## src/rtl/sn_adapter_axis_pkg.sv

```systemverilog
// Shared definitions for the snooper-to-packet-memory AXI-Stream adapter:
// FSM state encoding and the byte-increment width helper.
package sn_adapter_axis_pkg;

    typedef enum logic [1:0] {
        ST_IDLE  = 2'd0,
        ST_WRITE = 2'd1,
        ST_TAIL  = 2'd2,
        ST_DROP  = 2'd3
    } state_t;

    // Bits needed to hold a byte count of 0..DATA_WIDTH/8 inclusive.
    function automatic int inc_width(input int data_width);
        return $clog2(data_width / 8) + 1;
    endfunction

endpackage

```

## src/rtl/sn_adapter_axis_keep_popcount.sv

```systemverilog
// Combinational byte counter: number of set TKEEP bits in one stream beat.
module keep_popcount #(
    parameter  int KEEP_WIDTH = 8,
    localparam int CNT_WIDTH  = $clog2(KEEP_WIDTH) + 1
) (
    input  logic [KEEP_WIDTH-1:0] keep,
    output logic [CNT_WIDTH-1:0]  count
);

    always_comb begin
        count = '0;
        for (int i = 0; i < KEEP_WIDTH; i++) begin
            count = count + CNT_WIDTH'(keep[i]);
        end
    end

endmodule

```

## src/rtl/sn_adapter_axis.sv

```systemverilog
// Writes AXI-Stream packets from the snooper word-by-word into the ping-pong
// packet memory, with truncation of oversize packets and a no-buffer policy.
module sn_adapter_axis
    import sn_adapter_axis_pkg::*;
#(
    parameter  int DATA_WIDTH   = 64,
    parameter  int ADDR_WIDTH   = 9,
    parameter  bit BACKPRESSURE = 1'b1,
    parameter  int CNT_WIDTH    = 16,
    localparam int INC_WIDTH    = inc_width(DATA_WIDTH),
    localparam int KEEP_WIDTH   = DATA_WIDTH / 8
) (
    input  logic                  clk,
    input  logic                  rst,
    input  logic [DATA_WIDTH-1:0] sn_TDATA,
    input  logic [KEEP_WIDTH-1:0] sn_TKEEP,
    input  logic                  sn_TLAST,
    input  logic                  sn_TVALID,
    output logic                  sn_TREADY,
    input  logic                  rdy_for_sn,
    output logic                  rdy_for_sn_ack,
    output logic [ADDR_WIDTH-1:0] sn_addr,
    output logic [DATA_WIDTH-1:0] sn_wr_data,
    output logic                  sn_wr_en,
    output logic [INC_WIDTH-1:0]  sn_byte_inc,
    output logic                  sn_done,
    output logic                  sn_trunc,
    output logic [CNT_WIDTH-1:0]  drop_cnt
);

    state_t                state, state_next;
    logic [ADDR_WIDTH-1:0] word_addr;
    logic [INC_WIDTH-1:0]  keep_cnt;
    logic                  done_p1, trunc_p1;
    logic                  beat, keep_any, at_end;
    logic                  claim, write, finish, drop;

    keep_popcount #(.KEEP_WIDTH(KEEP_WIDTH)) u_popcount (
        .keep  (sn_TKEEP),
        .count (keep_cnt)
    );

    assign beat     = sn_TVALID && sn_TREADY;
    assign keep_any = |sn_TKEEP;
    assign at_end   = (word_addr == {ADDR_WIDTH{1'b1}});

    always_ff @(posedge clk) begin
        if (!rst) state <= ST_IDLE;
        else      state <= state_next;
    end

    // A claim is held off while a done is still in flight so ack and done never overlap.
    always_comb begin
        state_next = state;
        case (state)
            ST_IDLE: begin
                if (rdy_for_sn && !done_p1)
                    state_next = ST_WRITE;
                else if (beat && !sn_TLAST)
                    state_next = ST_DROP;
            end
            ST_WRITE: begin
                if (beat && sn_TLAST)
                    state_next = ST_IDLE;
                else if (beat && keep_any && at_end)
                    state_next = ST_TAIL;
            end
            ST_TAIL, ST_DROP: begin
                if (beat && sn_TLAST)
                    state_next = ST_IDLE;
            end
            default: state_next = ST_IDLE;
        endcase
    end

    always_comb begin
        sn_TREADY = 1'b1;
        claim     = 1'b0;
        write     = 1'b0;
        finish    = 1'b0;
        drop      = 1'b0;
        case (state)
            ST_IDLE: begin
                sn_TREADY = !BACKPRESSURE && !rdy_for_sn;
                claim     = rdy_for_sn && !done_p1;
                drop      = beat;
            end
            ST_WRITE: begin
                write  = beat && keep_any;
                finish = beat && sn_TLAST;
            end
            ST_TAIL:  finish = beat && sn_TLAST;
            default:  ;
        endcase
    end

    // Stage p1: write beat registered; done is staged once more so it lands
    // the cycle after the final write strobe.
    always_ff @(posedge clk) begin
        if (!rst) begin
            rdy_for_sn_ack <= 1'b0;
            sn_wr_en       <= 1'b0;
            sn_addr        <= '0;
            sn_wr_data     <= '0;
            sn_byte_inc    <= '0;
            sn_done        <= 1'b0;
            sn_trunc       <= 1'b0;
            done_p1        <= 1'b0;
            trunc_p1       <= 1'b0;
            word_addr      <= '0;
            drop_cnt       <= '0;
        end else begin
            rdy_for_sn_ack <= claim;
            sn_wr_en       <= write;
            if (write) begin
                sn_addr     <= word_addr;
                sn_wr_data  <= sn_TDATA;
                sn_byte_inc <= keep_cnt;
            end
            if (claim)
                word_addr <= '0;
            else if (write)
                word_addr <= word_addr + 1'b1;
            done_p1  <= finish;
            trunc_p1 <= finish && (state == ST_TAIL);
            sn_done  <= done_p1;
            sn_trunc <= done_p1 && trunc_p1;
            if (drop && (drop_cnt != {CNT_WIDTH{1'b1}}))
                drop_cnt <= drop_cnt + 1'b1;
        end
    end

endmodule

```

## config.mk

```make
export PLATFORM = sky130hd
export DESIGN_NAME = sn_adapter_axis
export DESIGN_NICKNAME = d
export VERILOG_FILES = /design/src/rtl/sn_adapter_axis_pkg.sv /design/src/rtl/sn_adapter_axis_keep_popcount.sv /design/src/rtl/sn_adapter_axis.sv
export SDC_FILE = /design/constraint.sdc
export NUM_CORES = 1
export LEC_CHECK = 0
export ABC_AREA = 0
export CORE_MARGIN = 10
export CORE_UTILIZATION = 46
export CTS_BUF_LIST = sky130_fd_sc_hd__clkbuf_16
export DETAILED_ROUTE_END_ITERATION = 8
export PLACE_DENSITY = 0.86
export SLEW_MARGIN = 20
export SYNTH_ARGS = -nofsm -noshare
export SYNTH_HDL_FRONTEND = slang
export SYNTH_SLANG_ARGS = --single-unit
```

## constraint.sdc

```tcl
create_clock -name clk -period 9.15 [get_ports clk]
set_input_delay 1.83 -clock clk [delete_from_list [all_inputs] [get_ports clk]]
set_output_delay 1.83 -clock clk [all_outputs]
set_load 0.02 [all_outputs]
```

== Yosys cells after proc, flatten, opt, wreduce, memory -nomap -nowiden ==
Index checks and enable logic that the tools add are counted.
Cells by class
  add/sub/neg operators: 9
  multipliers: 0
  div/mod/pow operators: 0
  $lt $le $gt $ge: 0
  equality and inequality tests: 8
  shift operators: 0
  muxes and demuxes: 11
  bitwise logic cells: 1
  reductions and logical operators: 17
Operators by type and width (number)
  adder 4 x 1 -> 4 bit: 6
  adder 16 x 1 -> 16 bit (second input constant): 1
  != test 16 bit (second input constant): 1
  two-way mux 2 bit: 5
  adder 9 x 1 -> 9 bit (second input constant): 1
  == test 9 bit (second input constant): 1
  logical AND 1 bit: 9
  OR reduction 8 bit: 1
  != test 3 bit (second input constant): 2
  case mux 2 bit (3 select lines): 1
  OR reduction 2 bit: 3
  two-way mux 1 bit: 5
  == test 2 bit (second input constant): 2
  AND reduction 3 bit: 1
  adder 1 x 1 -> 2 bit: 1
  == test 2 x 1 -> 1 bit (second input constant): 1
  logical NOT 1 bit: 2
  logical NOT 2 bit: 1
  != test 2 bit (second input constant): 1
  NOT 1 bit: 1
Word-level totals
  register bits: 110
  latch bits: 0
  bits in writable memories: 0
  memory bits (read-only): 0
  bits of input ports: 77
  output and inout port bits: 98
  memories kept: 0

== Logic depth before layout (Yosys ltp) ==
Gate-level depths: netlist of run 1.
  word-level depth: 8
  depth in mapped cells: 11
  mapped depth without buffers: 11

== Cells and area by module ==
A second synthesis of run 1 with hierarchy kept.
Second synthesis, totals
  cell total of the unflattened synthesis: 482
  area, all modules: 4151.5 µm²
Modules (own cells, without submodules)
  sn_adapter_axis: times used 1, cells an instance 458, area each 3961.3 µm²
  keep_popcount: times used 1, cells an instance 24, area each 190.2 µm²

== Least setup slack after synthesis of run 1 ==
No wires, ideal clock.
  path kind: input port to flip-flop
  start: input port sn_TKEEP[0]
  end: register sn_byte_inc[2]
  arrival time: 4.143 ns
  data required time: 9.080 ns
  path slack: 4.937 ns
  stages on the path: 10
  path buffers: 0
  cells stage by stage: inv_1 > ha_1 > inv_1 > fa_1 > fa_1 > fa_1 > fa_1 > xnor2_1 > nand2_1 > a21oi_1
Between the ends
  word-level cells in the longest chain between the ends: 7
  elaborated cells on any way between the ends: 10
  classes of those cells: add/sub (7); mux (1); reduce/logical (2)
RTL lines
  from (decl): line sn_adapter_axis.sv:16  | input logic [KEEP_WIDTH-1:0] sn_TKEEP,
  adder 1 x 1 -> 2 bit: line sn_adapter_axis_keep_popcount.sv:13  | count = count + CNT_WIDTH'(keep[i]);
  adder 4 x 1 -> 4 bit (6 in series): line sn_adapter_axis_keep_popcount.sv:13
  to (signal assigned): line sn_adapter_axis.sv:118  | sn_byte_inc <= keep_cnt;
  to (decl): line sn_adapter_axis.sv:25  | output logic [INC_WIDTH-1:0] sn_byte_inc,
Several ways; a longest one is shown, not always the timed one.
A chain may end at the register's enable or synchronous reset.

== Worst setup path in the final report of run 1 ==
Same ends and word-level chain as after synthesis.

==> results of run 1 <==
sequential cells by signal, summed over array words and instances (netlist names):
name / count
drop_cnt: 16
sn_addr: 9
rdy_for_sn_ack: 1
sn_trunc: 1
sn_wr_en: 1
state: 2
trunc_p1: 1
done_p1: 1
sn_wr_data: 64
sn_byte_inc: 4
sn_done: 1
word_addr: 9
through the flow:
stage | power, mW | instances
after floorplan | 0.6917 | 481
after global placement | 0.7861 | 737
after detailed placement | 0.7983 | 737
after CTS | 1.156 | 753
after global routing | 1.202 | 753
final | 1.145 | 753
worst reg2reg max path, cell delays in order (launching register included):
cell	delay [ns]
dfxtp_1	0.42
inv_1	0.11
ha_1	0.29
nand3b_4	0.21
a21o_4	0.45
or4_1	0.60
a21oi_1	0.16
report_power, final:
part	leakage, nW	internal (mW)	switching (mW)
registers	0.888	0.505	0.0156
logic	1.16	0.118	0.147
clock network	0.139	0.186	0.173
total	2.19	0.809	0.336
final cells by class:
type	count	area (um^2)	share of cell area
clock inverters	7	50.05	0.008130
clock buffers	9	225.2	0.03659
well taps	108	135.1	0.02195
inverters	18	67.56	0.01098
repair buffers	176	1757	0.2854
multi-input cells	325	1719	0.2793
flip-flops and latches	110	2202	0.3577
placed cells by master (no fill, tap or decap), types with 2 or more instances in the layout:
cell type / n
a211oi_1: 3
a21oi_1: 82
and2_1: 18
buf_4: 2
clkbuf_16: 9
clkdlybuf4s50_1: 174
clkinv_2: 2
dfxtp_1: 110
fa_1: 4
ha_1: 11
inv_1: 18
nand2_1: 160
nand3_1: 3
nand4_1: 3
nor2_1: 7
o211ai_1: 2
o21ai_0: 3
o21ai_1: 2
o31ai_1: 2
or3_1: 4
or4_1: 2
xnor2_1: 3
cells in the mapped netlist (2+ instances only):
| cell | n | share of area |
|---|---|---|
| a211oi_1 | 3 | 0.0054 |
| a21oi_1 | 82 | 0.099 |
| and2_1 | 18 | 0.027 |
| buf_2 | 2 | 0.0024 |
| buf_6 | 8 | 0.022 |
| clkbuf_1 | 18 | 0.016 |
| dfxtp_1 | 110 | 0.53 |
| fa_1 | 4 | 0.019 |
| ha_1 | 11 | 0.033 |
| inv_1 | 17 | 0.015 |
| nand2_1 | 160 | 0.14 |
| nand3_1 | 3 | 0.0036 |
| nand4_1 | 3 | 0.0045 |
| nor2_1 | 7 | 0.0063 |
| o211ai_1 | 2 | 0.0036 |
| o21ai_0 | 3 | 0.0036 |
| o21ai_1 | 2 | 0.0024 |
| o31ai_1 | 2 | 0.0036 |
| or3_1 | 4 | 0.0060 |
| or4_1 | 2 | 0.0036 |
| xnor2_1 | 3 | 0.0063 |
worst max path at each step:
| stage | endpoint | cells after the start | startpoint |
|---|---|---|---|
| finish | sn_byte_inc[2] | 11 | sn_TKEEP[0] |
| global route | sn_byte_inc[2] | 11 | sn_TKEEP[1] |
| CTS | sn_byte_inc[2] | 11 | sn_TKEEP[0] |
| detailed placement | sn_byte_inc[2] | 11 | sn_TKEEP[0] |
| global placement | sn_byte_inc[2] | 11 | sn_TKEEP[0] |
| floorplan | sn_byte_inc[2] | 10 | sn_TKEEP[0] |
routing by layer:
metal  up-vias  wire (um)
li1       1871          -
met1      1662       4905
met2       145       5526
met3         9       1176
met4         0        119
met5         -          0
logic make-up (layout without fill, tap and decap cells):
group           count (synthesis)  in the layout  share of synthesized area
compound gates                 99             99                     0.1303
simple gates                  207            207                     0.2211
buf+inv                        46            210                    0.05669
xor+xnor                        3              3                   0.006334
flops                         110            110                     0.5308
fa+ha+maj                      15             15                    0.05247
mux                             1              1                   0.002413
==> flow_summary_export.csv, run 1 <==
group,metric,value,unit
status,status,"completed",
global_routing,grt_max_degree,89,
synthesis,syn_area_per_cell,8.626,um^2
floorplanning,core,8763,um^2
drt,dr.pass1.iters,6,
setup_path,crit_type,"input pin to flip-flop",
sta,slew_headroom,0.4486,
setup_path,cp_num_buf_inv,3,
global_routing,grtUsageTotal,0.1683,
sta,layout_setup_ws,4.583,ns
floorplanning,die_h,115.0,um
floorplanning,die_x,115.0,um
setup_path,crit_path_frequent_cell,"fa_1",
setup_path,worstPathMaxFanout,2,
synthesis,async_reset_ff_frac,0,
sta,post-route-period-util,0.4991,
setup_path,regToRegStartpoint,"state[0]",
clock_network,clock-root-buffer,"clkbuf_16",
global_routing,grt.busiest_layer,"met2",
clock_network,numCtsBuffers,9,
setup_path,rr_worst_depth,6,
global_routing,grt_pass1_wl,18350,um
global_routing,gr-usage-met3,0.06615,
global_routing,grt_use_met1,0.1971,
floorplanning,dieArea,13220,um^2
clock_network,path_clk_slew,0.07,ns
synthesis,synth_edf_count,0,
sta,fin_setup_tns,0,ns
sta,hold_viol_final,0,
global_routing,grt_pass1_vias,3688,
clock_network,post_cts_resized,0,
setup_path,crit_arrival,4.83,ns
drt,routedWlPerCell,15.58,um
sta,finalSetupViolations,0,
placement,io_buffer_count,174,
setup_path,critPathLaunchType,"input pin",
layout,final_util,0.7025,
sta,fmax,0.2190,GHz
synthesis,ys_warn_count,0,
sta,final_max_slew_viol_count,0,
placement,place_area,5881,um^2
layout,fill_cells,640,
layout,nets,732,
setup_path,worstSetupEndpointType,"flip-flop",
power,power.leakage,2.189,nW
synthesis,synthFlopType,"dfxtp_1",
drt,drtAntennaViolNets,0,
min_path,worstHoldPathType,"flip-flop to flip-flop",
run,drv_cap,0,
placement,pre_cts_slack,4.229,ns
min_path,worstHoldEndpoint,"sn_wr_data[8]",
floorplanning,start_util,0.4734,
sta,rsz0062_at_grt,"false",
setup_path,slowest_delay,0.49,ns
layout,stdcell_area,6156,um^2
placement,gp_congestion,0.7595,
clock_network,cts_tree,"yes",
global_routing,antenna_found_initial,0,
power,irDropWorstVdd,0.1044,mV
sta,finalCriticalPeriod,4.567,ns
setup_path,crit_path_cell_trace,"clkdlybuf4s50_1 -> inv_1 -> ha_1 -> inv_1 -> fa_1 -> fa_1 -> fa_1 -> fa_1 -> xnor2_1 -> nand2_1 -> a21oi_1",
clock_network,cts.sinks,110,
clock_network,post_cts_buffers,0,
synthesis,synth_nets,573,
clock_network,clockBufferDepth,2,
sta,worst_pin_slew,0.8270,ns
drt,avgViaCountPerCell,4.896,
sta,fin_hold_ws,0.4548,ns
synthesis,synth_cell_types,38,
global_routing,grtUsageMet2,0.2774,
clock_network,clk_latency,0.34,ns
floorplanning,ios,175,
drt,drcViolationCount,0,
synthesis,syn_area,4149,um^2
sta,skew,0.005883,ns
synthesis,synth-seq-cells,110,
setup_path,critical-path-top-delay-family,"adder cells",
clock_network,cts_max_level,3,
drt,initialDrtViolationCount,280,
min_path,hp-start,"sn_wr_data[8]",
setup_path,r2r_end,"word_addr[5]",
drt,via_count,3687,
placement,dpl.hpwl,8590,um
synthesis,synth_seq_area_share,0.5308,
floorplanning,num_rows,34,
setup_path,worst_path_max_delay_cell,"clkdlybuf4s50_1",
synthesis,syn_inst,481,
layout,num_antenna_cells,0,
setup_path,crit_required,9.41,ns
clock_network,postCtsHoldBufs,0,
layout,drive_above_1_share,0.03721,
power,p_per_area,186.0,nW/um^2
drt,routed_wl,11730,um
global_routing,gr-total-overflow,0,
layout,synthToLayoutAreaGrowth,48.37,%
setup_path,r2r_setup_slack,6.85,ns
min_path,hold_depth,2,
Note: power is estimated with default switching activity, not from simulation.
==> run 2: changes to the inputs <==
CORE_UTILIZATION = 42   (was 46)
PLACE_DENSITY = 0.79   (was 0.86)
clock period = 4.5 ns   (was 9.15 ns; I/O delays follow)
==> run 2 against run 1 <==
Clock-buffer cell count unchanged. Flip-flop and latch count unchanged. Sequential share of layout area down 0.27 points. Combinational power up 100%. Register-to-register slack worse by 4.6 ns. Sequential power up 100%. Global-route usage down 1.4 points. Die area up 7.8%. Non-clock buffer count up 2. Critical endpoint unchanged. Highest routed layer unchanged.
==> flow_summary_export.csv, run 2 (synthesized netlist as in run 1, its figures left out) <==
group,metric,value,unit
setup_path,worstPathMaxFanout,2,
placement,io_buffer_count,174,
sta,slew_headroom,0.3533,
clock_network,cts.sinks,110,
layout,final_cell_mix,"174 x clkdlybuf4s50_1, 160 x nand2_1, 110 x dfxtp_1",
run,drv_cap,0,
sta,skew,0.003642,ns
sta,fin_setup_tns,0,ns
floorplanning,start_util,0.4284,
setup_path,crit_required,4.76,ns
setup_path,worst_path_max_delay_cell,"clkdlybuf4s50_1",
layout,nets,734,
floorplanning,die_h,119.4,um
global_routing,gr-total-overflow,0,
setup_path,critPathLaunchType,"input pin",
clock_network,postCtsHoldBufs,0,
layout,regMostFlops,"sn_wr_data",
floorplanning,die_x,119.4,um
drt,avgViaCountPerCell,4.756,
global_routing,grt_pass1_wl,18200,um
power,power.leakage,2.196,nW
setup_path,crit_arrival,3.83,ns
clock_network,cts_tree,"yes",
sta,post-route-period-util,0.7933,
layout,drive_above_1_share,0.03864,
layout,final_cells,780,
setup_path,critical-path-top-delay-family,"adder cells",
power,irDropWorstVdd,0.1847,mV
clock_network,clk_latency,0.33,ns
layout,final_common_cell,"clkdlybuf4s50_1",
placement,dpl.hpwl,8641,um
sta,finalCriticalPeriod,3.570,ns
status,status,"completed",
clock_network,post_cts_buffers,0,
layout,stdcell_area,6202,um^2
sta,finalSetupViolations,0,
min_path,worstHoldPathType,"flip-flop to flip-flop",
global_routing,grt_max_degree,89,
floorplanning,dieArea,14250,um^2
drt,via_count,3710,
clock_network,path_clk_slew,0.07,ns
setup_path,cp_num_buf_inv,3,
floorplanning,num_rows,36,
setup_path,slowest_delay,0.48,ns
drt,dr.pass1.iters,4,
sta,fmax,0.2801,GHz
power,p_per_area,374.2,nW/um^2
floorplanning,core,9684,um^2
clock_network,cts_max_level,3,
drt,drtAntennaViolNets,0,
setup_path,worstSetupEndpointType,"flip-flop",
clock_network,post_cts_resized,0,
layout,largest_register_ffs,64,
placement,gp_congestion,0.8178,
global_routing,grtUsageTotal,0.1541,
clock_network,clock-root-buffer,"clkbuf_16",
drt,initialDrtViolationCount,231,
clock_network,numCtsBuffers,9,
placement,pre_cts_slack,0.5899,ns
setup_path,crit_path_cell_trace,"clkdlybuf4s50_1 -> inv_1 -> ha_1 -> inv_1 -> fa_1 -> fa_1 -> fa_1 -> fa_1 -> xnor2_1 -> nand2_1 -> a21oi_1",
sta,layout_setup_ws,0.9303,ns
floorplanning,ios,175,
placement,place_area,5927,um^2
layout,largestRegisters,"sn_wr_data: 64 flops, drop_cnt: 16 flops",
sta,rsz0062_at_grt,"false",
setup_path,crit_path_frequent_cell,"fa_1",
global_routing,antenna_found_initial,0,
global_routing,grt_pass1_vias,3604,
drt,routedWlPerCell,14.85,um
sta,hold_viol_final,0,
placement,placed_cells,764,
sta,final_max_slew_viol_count,0,
sta,worst_pin_slew,0.9686,ns
drt,drcViolationCount,0,
clock_network,clockBufferDepth,2,
setup_path,crit_type,"input pin to flip-flop",
drt,routed_wl,11580,um
layout,synthToLayoutAreaGrowth,49.49,%
layout,num_antenna_cells,0,
[run 2: tightest hold or removal path, cell delays in order (launching register included)]
cell     delay, ns
dfxtp_1       0.31
nand2_1       0.05
a21oi_1       0.05
[run 2: per-layer routing]
metal,vias up,track usage,part of all wire
met5,-,0,0
met1,1695,0.1834,0.45
li1,1879,-,-
met2,126,0.2538,0.46
met3,10,0.06471,0.084
met4,0,0.03469,0.0091
[run 2: report_power, final]
part | internal (mW) | total (mW) | switching, mW
Sequential | 1.03 | 1.06 | 0.0308
Combinational | 0.242 | 0.538 | 0.296
Clock | 0.378 | 0.726 | 0.348
[run 2: metrics by stage]
step	hold slack, ns	power, mW	utilization
5_1_grt	0.4698	2.448	0.6404
4_1_cts	0.4556	2.352	0.6404
3_5_place_dp	0.4446	1.623	0.6120
6_report	0.4529	2.321	0.6404
2_1_floorplan	0.4351	1.406	-
3_3_place_gp	0.4401	1.602	0.6120
[run 2: cell type report]
class,instances,area (um^2)
fillers,800,3482
flip-flops and latches,110,2202
repair buffers,178,1772
multi-input cells,325,1719
clock buffers,9,225.2
well taps,133,166.4
inverters,18,67.56
clock inverters,7,50.05
[run 2: final timing paths]
| kind | start | to | slack, ns | depth (start not counted) |
|---|---|---|---|---|
| worst max-delay path | sn_TKEEP[0] | sn_byte_inc[2] | 0.93 | 11 |
| worst min-delay path | sn_wr_data[30] | sn_wr_data[30] | 0.45 | 2 |
| worst max register to register | state[0] | word_addr[7] | 2.21 | 6 |
| worst min register to register | sn_wr_data[30] | sn_wr_data[30] | 0.45 | 2 |
